[src/rtl/ddr4_cmd_stats_window.sv]
`default_nettype none
// ddr4_cmd_stats_window: per-bank open-row tracker with windowed DDR4 command statistics.
// Rev 1.0 - initial release.
module ddr4_cmd_stats_window #(
   parameter int WINDOW_CYCLES = 1024,
   parameter int CNT_W         = 16
) (
   input  logic             clk,
   input  logic             rst_n,
   input  logic             cmd_act,
   input  logic             cmd_rd,
   input  logic             cmd_wr,
   input  logic             cmd_pre,
   input  logic             cmd_prea,
   input  logic             cmd_ref,
   input  logic [3:0]       bank,
   input  logic [16:0]      row,
   output logic [15:0]      open_mask,
   output logic             snap_valid,
   input  logic             snap_ready,
   output logic [CNT_W-1:0] snap_rd,
   output logic [CNT_W-1:0] snap_wr,
   output logic [CNT_W-1:0] snap_hit,
   output logic [CNT_W-1:0] snap_first,
   output logic [CNT_W-1:0] snap_act,
   output logic [CNT_W-1:0] snap_pre,
   output logic [CNT_W-1:0] snap_ref,
   output logic [CNT_W-1:0] snap_turn,
   output logic [CNT_W-1:0] snap_err,
   output logic [15:0]      snap_idx,
   output logic             snap_overrun
);

   localparam int CYC_W = $clog2(WINDOW_CYCLES);
   localparam int NCNT  = 9;
   localparam int C_RD = 0, C_WR = 1, C_HIT = 2, C_FIRST = 3, C_ACT = 4;
   localparam int C_PRE = 5, C_REF = 6, C_TURN = 7, C_ERR = 8;

   typedef enum logic [1:0] {DIR_NONE = 2'd0, DIR_RD = 2'd1, DIR_WR = 2'd2} dir_t;

   logic [CYC_W-1:0] cyc;
   logic [15:0]      acc_seen;
   logic [16:0]      open_row [16];
   dir_t             last_dir;
   logic [CNT_W-1:0] cnt      [NCNT];
   logic [CNT_W-1:0] snap     [NCNT];

   logic [15:0]      open_nxt;
   logic [15:0]      acc_nxt;
   dir_t             dir_nxt;
   logic [1:0]       inc      [NCNT];
   logic [CNT_W-1:0] cnt_nxt  [NCNT];
   logic [5:0]       cmds;
   logic             last_cyc;

   assign cmds     = {cmd_act, cmd_rd, cmd_wr, cmd_pre, cmd_prea, cmd_ref};
   assign last_cyc = (cyc == CYC_W'(WINDOW_CYCLES - 1));

   function automatic logic [CNT_W-1:0] sat_add(input logic [CNT_W-1:0] a, input logic [1:0] b);
      logic [CNT_W:0] s;
      s = {1'b0, a} + {{(CNT_W-1){1'b0}}, b};
      return s[CNT_W] ? {CNT_W{1'b1}} : s[CNT_W-1:0];
   endfunction

   // Only the highest-priority pulse is acted on; a collision still costs one error.
   always_comb begin
      inc      = '{default: 2'd0};
      open_nxt = open_mask;
      acc_nxt  = acc_seen;
      dir_nxt  = last_dir;
      if ($countones(cmds) > 1) inc[C_ERR] = 2'd1;
      if (cmd_act) begin
         inc[C_ACT] = 2'd1;
         if (open_mask[bank]) inc[C_ERR] = inc[C_ERR] + 2'd1;
         open_nxt[bank] = 1'b1;
         acc_nxt[bank]  = 1'b0;
      end else if (cmd_rd || cmd_wr) begin
         if (cmd_rd) inc[C_RD] = 2'd1;
         else        inc[C_WR] = 2'd1;
         if (open_mask[bank]) begin
            if (acc_seen[bank]) inc[C_HIT]   = 2'd1;
            else                inc[C_FIRST] = 2'd1;
            acc_nxt[bank] = 1'b1;
         end else begin
            inc[C_ERR] = inc[C_ERR] + 2'd1;
         end
         if ((cmd_rd && last_dir == DIR_WR) || (!cmd_rd && last_dir == DIR_RD))
            inc[C_TURN] = 2'd1;
         dir_nxt = cmd_rd ? DIR_RD : DIR_WR;
      end else if (cmd_pre) begin
         inc[C_PRE]     = 2'd1;
         open_nxt[bank] = 1'b0;
      end else if (cmd_prea) begin
         inc[C_PRE] = 2'd1;
         open_nxt   = '0;
      end else if (cmd_ref) begin
         inc[C_REF] = 2'd1;
         if (|open_mask) inc[C_ERR] = inc[C_ERR] + 2'd1;
      end
      for (int i = 0; i < NCNT; i++) cnt_nxt[i] = sat_add(cnt[i], inc[i]);
   end

   always_ff @(posedge clk or negedge rst_n) begin
      if (!rst_n) begin
         cyc          <= '0;
         open_mask    <= '0;
         acc_seen     <= '0;
         last_dir     <= DIR_NONE;
         snap_valid   <= 1'b0;
         snap_idx     <= '0;
         snap_overrun <= 1'b0;
         for (int i = 0; i < 16; i++)   open_row[i] <= '0;
         for (int i = 0; i < NCNT; i++) begin
            cnt[i]  <= '0;
            snap[i] <= '0;
         end
      end else begin
         open_mask <= open_nxt;
         acc_seen  <= acc_nxt;
         last_dir  <= dir_nxt;
         if (cmd_act) open_row[bank] <= row;
         if (last_cyc) begin
            cyc        <= '0;
            snap_valid <= 1'b1;
            snap_idx   <= snap_idx + 16'd1;
            // Overwriting an unaccepted snapshot; a same-cycle accept is not an overrun.
            if (snap_valid && !snap_ready) snap_overrun <= 1'b1;
            for (int i = 0; i < NCNT; i++) begin
               snap[i] <= cnt_nxt[i];
               cnt[i]  <= '0;
            end
         end else begin
            cyc <= cyc + CYC_W'(1);
            if (snap_valid && snap_ready) snap_valid <= 1'b0;
            for (int i = 0; i < NCNT; i++) cnt[i] <= cnt_nxt[i];
         end
      end
   end

   assign snap_rd    = snap[C_RD];
   assign snap_wr    = snap[C_WR];
   assign snap_hit   = snap[C_HIT];
   assign snap_first = snap[C_FIRST];
   assign snap_act   = snap[C_ACT];
   assign snap_pre   = snap[C_PRE];
   assign snap_ref   = snap[C_REF];
   assign snap_turn  = snap[C_TURN];
   assign snap_err   = snap[C_ERR];

endmodule
`default_nettype wire

[config.mk]
export PLATFORM = sky130hd
export DESIGN_NAME = ddr4_cmd_stats_window
export DESIGN_NICKNAME = d
export VERILOG_FILES = /design/src/rtl/ddr4_cmd_stats_window.sv
export SDC_FILE = /design/constraint.sdc
export NUM_CORES = 1
export LEC_CHECK = 0
export ABC_CLOCK_PERIOD_IN_PS = 6100
export CORE_AREA = 2 2 216 218
export CTS_BUF_LIST = sky130_fd_sc_hd__clkbuf_16
export DETAILED_ROUTE_END_ITERATION = 16
export DIE_AREA = 0 0 218 220
export SLEW_MARGIN = 25
export SYNTH_ARGS = -nofsm -noshare
export SYNTH_HDL_FRONTEND = slang
export SYNTH_SLANG_ARGS = --single-unit
[constraint.sdc]
create_clock -name clk -period 6.1 [get_ports clk]
set_input_delay 1.22 -clock clk [delete_from_list [all_inputs] [get_ports clk]]
set_output_delay 1.22 -clock clk [all_outputs]
set_load 0.01 [all_outputs]
======== Word-level counts from Yosys, hierarchy flattened ========
Index checks and enable logic that the tools add are counted.
storage, ports and cells
  bits of input ports ..................... 30
  word-level logic and storage cells ...... 126
  flip-flop bits (word level) ............. 350
  ROM bits ................................ 0
  RAM bits ................................ 0
  output and inout bits ................... 178
  latch bits .............................. 0
  memories ................................ 0
cells by class
  mux-type cells .......................... 53
  $mul .................................... 0
  equality and inequality tests ........... 4
  order comparisons ....................... 3
  divide/modulo/power cells ............... 0
  shifts and indexed selects .............. 0
  bitwise operators ....................... 6
  reduce and logical (&&, ||, !) cells .... 18
  add/subtract/negate cells ............... 17
operators by type and width
  operator                 count
  $mux W16                 16
  $add A16 B2 Y17          9
  $mux W144                1
  $and A16 B16 Y16         2
  $or A16 B16 Y16          2
  $mux W2                  10
  $mux W1                  17
  $add A16 B1 Y16 const B  1
  $not A16 Y16             1
  $reduce_or A16 Y1        1
  $mux W7                  2
  $add A10 B1 Y10 const B  1
  $eq A10 B10 Y1 const B   1
  $mux W10                 1
  $bmux W1 S4              2
  $reduce_and A2 Y1        4
  $add A1 B1 Y2            3
  $mux W6                  1
  $reduce_bool A2 Y1       3
  $logic_and A1 B1 Y1      5
  $lt A4 B5 Y1 const B     1
  $add A3 B2 Y4            1
  $demux W1 S4             1
  $ge A4 B1 Y1 const B     1
  other kinds (12)         14

======== Logic depth before layout (Yosys ltp) ========
Gate-level depths: netlist (run 1).
  depth after elaboration ................. 15
  depth in mapped cells ................... 17
  mapped depth without buffers ............ 16

======== Worst setup path after synthesis (run 1) ========
Ideal clock, no wire load.
  kind .................................... input to register
  start ................................... input cmd_act
  end ..................................... register snap, in the netlist snap_err[3]
  path slack .............................. 1.197 ns
  data arrival time ....................... 4.770 ns
  library setup time ...................... 0.133 ns
  required time ........................... 5.967 ns
  stages .................................. 17
  buffers on the path ..................... 1
  path through ............................ fa_1 > inv_1 > fa_1 > nor2b_1 > fa_1 > nor2_1 > nand2_1 > a2111oi_0 > a211oi_1 > ha_1 > fa_1 > nand2_1 > nor4_1 > nor2b_1 > clkbuf_1 > nor2_1 > o21ai_0
on the way
  cells in the longest elaborated chain, start to end .. 13
  elaborated cells on any way between the ends .. 15
  classes of those cells .................. add/sub: 4; order compare: 1; mux: 10
ends and longest elaborated chain
  element                              RTL line    source
  from (decl)                          10          input logic cmd_act,
  $add A1 B1 Y2 (implied by the code)  71          if ($countones(cmds) > 1) inc[C_ERR] = 2'd1;
  $add A3 B2 Y4 (implied by the code)  71
  $gt A4 B1 Y1                         71
  $mux W1                              71
  $add A2 B1 Y2                        74, 85, 98
  $mux W2                              98          if (|open_mask) inc[C_ERR] = inc[C_ERR] + 2'd1;
  $mux W2                              96          end else if (cmd_ref) begin
  $mux W2                              93          end else if (cmd_prea) begin
  $mux W2                              90          end else if (cmd_pre) begin
  $mux W2                              77          end else if (cmd_rd || cmd_wr) begin
  $mux W2 (*)                          72          if (cmd_act) begin
  $add A16 B2 Y17 (*)                  61          s = {1'b0, a} + {{(CNT_W-1){1'b0}}, b};
  $mux W16 (*)                         62          return s[CNT_W] ? {CNT_W{1'b1}} : s[CNT_W-1:0];
  to (signal, indexed assignment)      129         snap[i] <= cnt_nxt[i];
  to (decl)                            46          logic [CNT_W-1:0] snap [NCNT];
Mark *: on every way between the ends. The rest lies on a longest branch, timed or not.
A chain may end at the register's enable or synchronous reset.

======== Worst setup path after layout (run 1) ========
  start ................................... input cmd_act
  end ..................................... register snap, in the netlist snap_err[7]
Same word-level chain as after synthesis.

==> flow_summary_export.csv, run 1 <==
group,metric,value,unit
status,status,"finished clean",
synthesis,ys_seq_area_frac,0.557,
routing,detail-route-antenna-nets,0,
timing,rsz0062_at_grt,"false",
layout,drive_gt1_frac,0.0537,
clock_network,cts_buffers,41,
synthesis,synth-xor-area-share,0.0546,
synthesis,synth_seq_cells,350,
die,core.rowCount,79,
grt,overflow,0,
routing,viasPerCell,4.93,
setup_path,worstSetupPathType,"primary input to flop",
grt,grt_start_max_net_pins,213,
timing,fmax,183,MHz
setup_path,critPathMaxFanout,12,
synthesis,synth_enable_flop_cells,0,
synthesis,synthCells,1637,
synthesis,synth_compound_area_frac,0.0958,
synthesis,synth_largest_area_cell,"dfrtp_1",
setup_path,critical_path_arrival,5.92,ns
clock_network,clkLatencyLatePin,0.55,ns
synthesis,synthArstFlopShare,1.00,
power,p_per_area,297,nW/um2
clock_network,cts-resized-gates,0,
synthesis,synth_top_family_by_area,"simple AND/OR/NAND/NOR gates",
grt,gr-usage-all-layers,0.159,
synthesis,synth_simple_gate_area_frac,0.218,
clock_network,cts_max_level,2,
routing,first_pass_iters,5,
layout,nets,1864,
synthesis,synth_most_common_cell,"dfrtp_1",
clock_network,path_clk_slew,0.06,ns
synthesis,muxShareOfSynthArea,0.0280,
place,dp_hpwl,25100,um
routing,drc,0,
timing,skew,0.0171,ns
power,max-vdd-ir-drop,0.000156,V
setup_path,crit_required,6.57,ns
run,drv_cap,0,
layout,finalInstanceArea,19600,um2
setup_path,start_kind,"primary input",
power,p_leak,9.05,nW
layout,diodes,0,
clock_network,cts_tree,"built",
timing,tightestPinTransition,0.929,ns
layout,final_util,0.428,
synthesis,synth_area_leaders,"dfrtp_1 56%, nor2_1 6.8%, o21ai_0 5.4%, nand2_1 5.3%, xnor2_1 3.3%",
timing,slew_viol_final,0,
synthesis,synth_fa_ha_area_frac,0.0210,
die,io_pins,208,
timing,period_needed,5.45,ns
clock_network,clockBufferDepth,3,
synthesis,avgSynthCellArea,9.61,um2
die,initial_core_util,0.343,
synthesis,yosysWarnings,0,
clock_network,cts_root_buffer,"clkbuf_16",
synthesis,synth_top_area_frac,0.557,
timing,setup_viol,0,
die,coreArea,45900,um2
timing,hold_violations,0,
die,fp.dieW,218,um
place,io_buffers,190,
grt,grt_pass1_vias,11900,
worst_hold_path,worstHoldPathType,"flop to flop",
clock_network,cts_sinks,350,
clock_network,postCtsHoldBufs,0,
setup_path,crit_path_end_kind,"flop",
routing,vias,12100,
timing,slew_headroom,0.380,
synthesis,synth_fp_nets,1691,
routing,wl_per_cell,15.3,um
timing,period_share,0.894,
routing,initialDrtViolationCount,657,
die,die_area,48000,um2
synthesis,yosys_most_used_dff,"dfrtp_1",
routing,routed_wl,37500,um
synthesis,synth_cell_types,59,
clock_network,post-cts-setup-buffers,0,
die,die_h,220,um
grt,antenna_found_initial,0,
grt,grt_pass1_wl,62200,um
synthesis,syn_area,15700,um2
place,placed_cell_area,18300,um2
timing,setup_tns,0,ns
synthesis,synthTopCellsByCount,"350 x dfrtp_1, 283 x nor2_1, 224 x nand2_1, 170 x o21ai_0, 59 x xnor2_1",
place,gp_congestion,0.824,
layout,syn2layout_area_growth,24.9,%
[final cells by class]
| cell class | count | area (um2) |
|---|---|---|
| Clock buffer | 43 | 1080 |
| Clock inverter | 32 | 277 |
| Fill cell | 4509 | 26200 |
| Inverter | 24 | 90.1 |
| Multi-Input combinational cell | 1186 | 6590 |
| Sequential cell | 350 | 8760 |
| Tap cell | 607 | 759 |
| Timing Repair Buffer | 207 | 2090 |
[final timing paths]
| check | from | endpoint | slack, ns | depth (start not counted) |
|---|---|---|---|---|
| worst min register to register | snap_overrun | snap_overrun | 0.47 | 2 |
| worst min-delay path | snap_overrun | snap_overrun | 0.47 | 2 |
| worst max register to register | open_mask[11] | snap_err[7] | 2.04 | 12 |
| max in group asynchronous | rst_n | snap_idx[0] | 4.52 | 2 |
| min in group asynchronous | rst_n | cnt[101] | 0.51 | 1 |
| worst max-delay path | cmd_act | snap_err[7] | 0.65 | 16 |
[layer usage]
layer	vias up	track usage	wire, um
met5	-	0	0
met4	0	0.0438	772
met3	58	0.0395	1880
met2	209	0.255	17400
met1	5874	0.214	17400
li1	5928	-	-
[worst max-delay path: stages]
cell             delay, ns
clkdlybuf4s50_1       0.45
fa_1                  0.54
inv_1                 0.05
fa_1                  0.43
nor2b_1               0.15
fa_1                  0.43
nor2_1                0.21
nor3_1                0.10
a211oi_1              0.27
ha_1                  0.26
fa_1                  0.26
nand2_1               0.09
nor4_1                0.30
nor2b_1               0.80
nor2_1                0.16
o21ai_0               0.19
[sequential cells by signal, indices dropped and copies added, names as in the netlist, named ones only]
signal,flops
cnt,144
open_mask,16
snap_act,16
snap_err,16
snap_first,16
snap_hit,16
snap_idx,16
snap_pre,16
snap_rd,16
snap_ref,16
snap_turn,16
snap_wr,16
cyc,10
last_dir,2
snap_overrun,1
snap_valid,1
[logic make-up after synthesis]
group           count (synthesis)
buf+inv                       101
mux                            36
simple gates                  753
flops                         350
fa+ha+maj                      24
xor+xnor                       98
compound gates                275
[through the flow]
stage	setup slack (ns)	hold slack (ns)	power [mW]	cells
2_1_floorplan	1.20	0.448	3.15	1637
3_3_place_gp	0.138	0.449	3.39	2373
3_5_place_dp	0.0603	0.454	3.42	2373
4_1_cts	0.647	0.468	5.93	2448
5_1_grt	0.332	0.485	6.16	2449
6_report	0.646	0.466	5.84	2449
[layout by cell type (no fill, tap or decap), types with 18 or more instances in the layout]
master and n:
nor3_1 28, clkbuf_16 43, and4_1 21, xor2_1 39, nor2b_1 18, nand2_1 224, nor2_1 283, mux2i_1 29
clkdlybuf4s50_1 189, xnor2_1 59, nand3_1 55, dfrtp_1 350, a21oi_1 52, inv_1 30, o21ai_0 170, ha_1 20
and3_1 18, nand4_1 35
[where the power goes]
| group | total [mW] | switching [mW] | internal (mW) |
|---|---|---|---|
| clock | 2.46 | 0.978 | 1.49 |
| sequential | 2.70 | 0.176 | 2.52 |
| combinational | 0.679 | 0.381 | 0.298 |
| total | 5.84 | 1.54 | 4.30 |
Note: power is estimated with default switching activity, not from simulation.
==> run 2: changes to the inputs <==
- ABC_AREA: unset -> 0
==> results of run 2 <==
Final layout, timing and power as in run 1 (identical DEF).
==> run 3: changes to the inputs <==
- ABC_AREA: 0 -> 1
- ABC_CLOCK_PERIOD_IN_PS: 6100 -> 6200
- CORE_AREA: 2 2 216 218 -> 2 2 222 224
- DIE_AREA: 0 0 218 220 -> 0 0 224 226
- SLEW_MARGIN: 25 -> unset
- clock period: 6.1 -> 6.2 ns (I/O delays scaled with it)
==> run 3 against run 2 <==
  * The run now ends with slew limit left
  * Sequential share of layout area is 1.8 points lower
  * Total power up 0.13%
  * Sequential power decreased by 3%
  * Worst setup slack gained 0.30 ns
  * Via count increased by 10%
  * Utilization down 0.49 points
  * First-iteration DRC count increased by 54%
  * Largest power group unchanged
  * Largest cell class unchanged
  * Synthesized area grew 6.1%
  * Synthesized cell count rose by 21%
==> flow_summary_export.csv, run 3 <==
group,metric,value,unit
routing,wl_per_cell,14.2,um
routing,initialDrtViolationCount,1012,
timing,tightestPinTransition,1.64,ns
die,coreArea,48300,um2
synthesis,synth_cell_types,49,
routing,detail-route-antenna-nets,0,
clock_network,cts_sinks,350,
synthesis,yosysWarnings,0,
clock_network,post-cts-setup-buffers,0,
clock_network,cts_buffers,41,
synthesis,synth_enable_flop_cells,0,
timing,slew_headroom,-0.0928,
status,status,"finished with violations",
routing,routed_wl,39800,um
place,io_buffers,190,
setup_path,crit_path_end_kind,"flop",
routing,drc,0,
clock_network,clkLatencyLatePin,0.55,ns
grt,use_met2,0.264,
grt,grt_pass1_wl,66200,um
worst_hold_path,worstHoldPathType,"flop to flop",
synthesis,synthArstFlopShare,1.00,
die,initial_core_util,0.345,
clock_network,cts_max_level,2,
grt,antenna_found_initial,0,
layout,final_common_cell,"nand2_1",
routing,viasPerCell,4.74,
grt,grt_most_used_layer,"met2",
run,drv_cap,0,
synthesis,synthTopCellsByCount,"516 x nand2_1, 350 x dfrtp_1, 238 x nor2_1, 224 x inv_1, 134 x o21ai_0",
setup_path,start_kind,"primary input",
grt,met1_usage,0.207,
synthesis,synth_area_leaders,"dfrtp_1 52%, nand2_1 12%, nor2_1 5.4%, inv_1 5.0%, o21ai_0 4.0%",
timing,rsz0062_at_grt,"false",
synthesis,ys_seq_area_frac,0.525,
synthesis,syn_area,16700,um2
clock_network,postCtsHoldBufs,0,
layout,top_register,"cnt",
die,io_pins,208,
timing,fmax,190,MHz
timing,slew_viol_final,97,
clock_network,cts-resized-gates,0,
clock_network,path_clk_slew,0.06,ns
place,gp_congestion,0.858,
layout,nets,2206,
grt,gr-usage-all-layers,0.160,
layout,drive_gt1_frac,0.0564,
setup_path,critical_path_arrival,5.72,ns
grt,grt_start_max_net_pins,268,
layout,n_fill_cell,4763,
synthesis,synth_largest_area_cell,"dfrtp_1",
timing,whs,0.469,ns
timing,period_needed,5.25,ns
timing,setup_tns,0,ns
timing,hold_violations,0,
power,p_per_area,286,nW/um2
die,core.rowCount,81,
grt,overflow,0,
layout,stdcell_count,2804,
layout,final_cell_mix,"516 x nand2_1, 350 x dfrtp_1, 238 x nor2_1",
timing,skew,0.0119,ns
routing,vias,13300,
synthesis,synth_fp_nets,2027,
die,die_area,50600,um2
place,placed_cells,2731,
clock_network,cts_root_buffer,"clkbuf_16",
routing,first_pass_iters,7,
power,p_leak,10.3,nW
timing,setup_viol,0,
synthesis,synthCells,1973,
setup_path,critPathMaxFanout,10,
synthesis,avgSynthCellArea,8.46,um2
layout,syn2layout_area_growth,22.7,%
grt,grt_pass1_vias,13200,
synthesis,synth_seq_cells,350,
place,dp_hpwl,26900,um
clock_network,clockBufferDepth,3,
layout,largest_reg_flops,144,
setup_path,worstSetupPathType,"primary input to flop",
synthesis,synth_top_area_frac,0.525,
die,die_h,226,um
power,max-vdd-ir-drop,0.000168,V
synthesis,yosys_most_used_dff,"dfrtp_1",
timing,period_share,0.847,
layout,diodes,0,
synthesis,synth_most_common_cell,"nand2_1",
clock_network,cts_tree,"built",
die,fp.dieW,224,um
setup_path,crit_required,6.66,ns
grt,met3_usage,0.0284,
status,failed_checks,"slew limit",
[run 3: changes by cell type after synthesis, moves of 29 or more]
| cell | before | now |
|---|---|---|
| xnor2_1 | 59 | 30 |
| clkbuf_1 | 58 | 16 |
| nand2_1 | 224 | 516 |
| o21ai_0 | 170 | 134 |
| mux2i_1 | 29 | 0 |
| inv_1 | 24 | 224 |
| nand3_1 | 55 | 92 |
| nor2_1 | 283 | 238 |
[run 3: kinds of logic (layout without fill, tap and decap cells)]
group | after synthesis | count (layout) | share of synthesized area
DFF | 350 | 350 | 0.525
buffers and inverters | 296 | 505 | 0.0769
and+or+nand+nor | 973 | 973 | 0.252
xor gates and xnor gates | 89 | 89 | 0.0467
adders and majority gates | 24 | 24 | 0.0198
AOI/OAI and AO/OA | 241 | 241 | 0.0798
[run 3: layout make-up]
cell class | count | area, um2 | share of cell area
Sequential cell | 350 | 8760 | 0.428
Inverter | 231 | 872 | 0.0426
Timing Repair Buffer | 201 | 2030 | 0.0990
Multi-Input combinational cell | 1327 | 6650 | 0.325
Clock inverter | 30 | 313 | 0.0153
Tap cell | 622 | 778 | 0.0380
Clock buffer | 43 | 1080 | 0.0526
[run 3: worst paths after layout]
check / from / end / slack, ns / depth (start not counted)
setup / recovery: cmd_act / snap_err[5] / 0.95 / 23
hold / removal: cyc[5] / cyc[5] / 0.47 / 1
setup reg to reg: open_mask[12] / cnt[85] / 2.61 / 22
hold reg to reg: cyc[5] / cyc[5] / 0.47 / 1
max in group asynchronous: rst_n / open_mask[8] / 4.28 / 2
min in group asynchronous: rst_n / cnt[24] / 0.72 / 1
[run 3: worst max-delay path, stage by stage]
cell and delay [ns]:
clkdlybuf4s50_1 0.52, fa_1 0.58, inv_1 0.05, fa_1 0.43, nor2_1 0.14, fa_1 0.42, nor2_1 0.18, inv_1 0.08
nand4_1 0.08, nand3_1 0.08, nand2_1 0.09, nand2_1 0.09, inv_1 0.07, ha_1 0.17, fa_1 0.25, nand4_1 0.13
nor2_1 0.21, nand3_1 0.18, nor2_4 0.26, inv_1 0.19, nand3_1 0.11, inv_1 0.05, o21ai_1 0.11
[run 3: power breakdown]
part	switching [mW]	internal, mW
Combinational	0.430	0.282
Sequential	0.141	2.49
Clock	0.961	1.54
[run 3: layer usage]
metal / up-vias / part of all wire
li1: 6604 / -
met1: 6354 / 0.45
met2: 244 / 0.47
met3: 75 / 0.040
met4: 0 / 0.036
met5: - / 0
[run 3: through the flow]
stage / setup WS [ns] / instance area [um2] / util / power [mW]
after floorplan: 1.46 / 16700 / - / 3.13
after global placement: 0.358 / 19100 / 0.395 / 3.36
after detailed placement: 0.330 / 19100 / 0.395 / 3.39
after CTS: 0.938 / 20500 / 0.424 / 5.95
after global routing: 0.521 / 20500 / 0.424 / 6.16
final: 0.946 / 20500 / 0.424 / 5.85
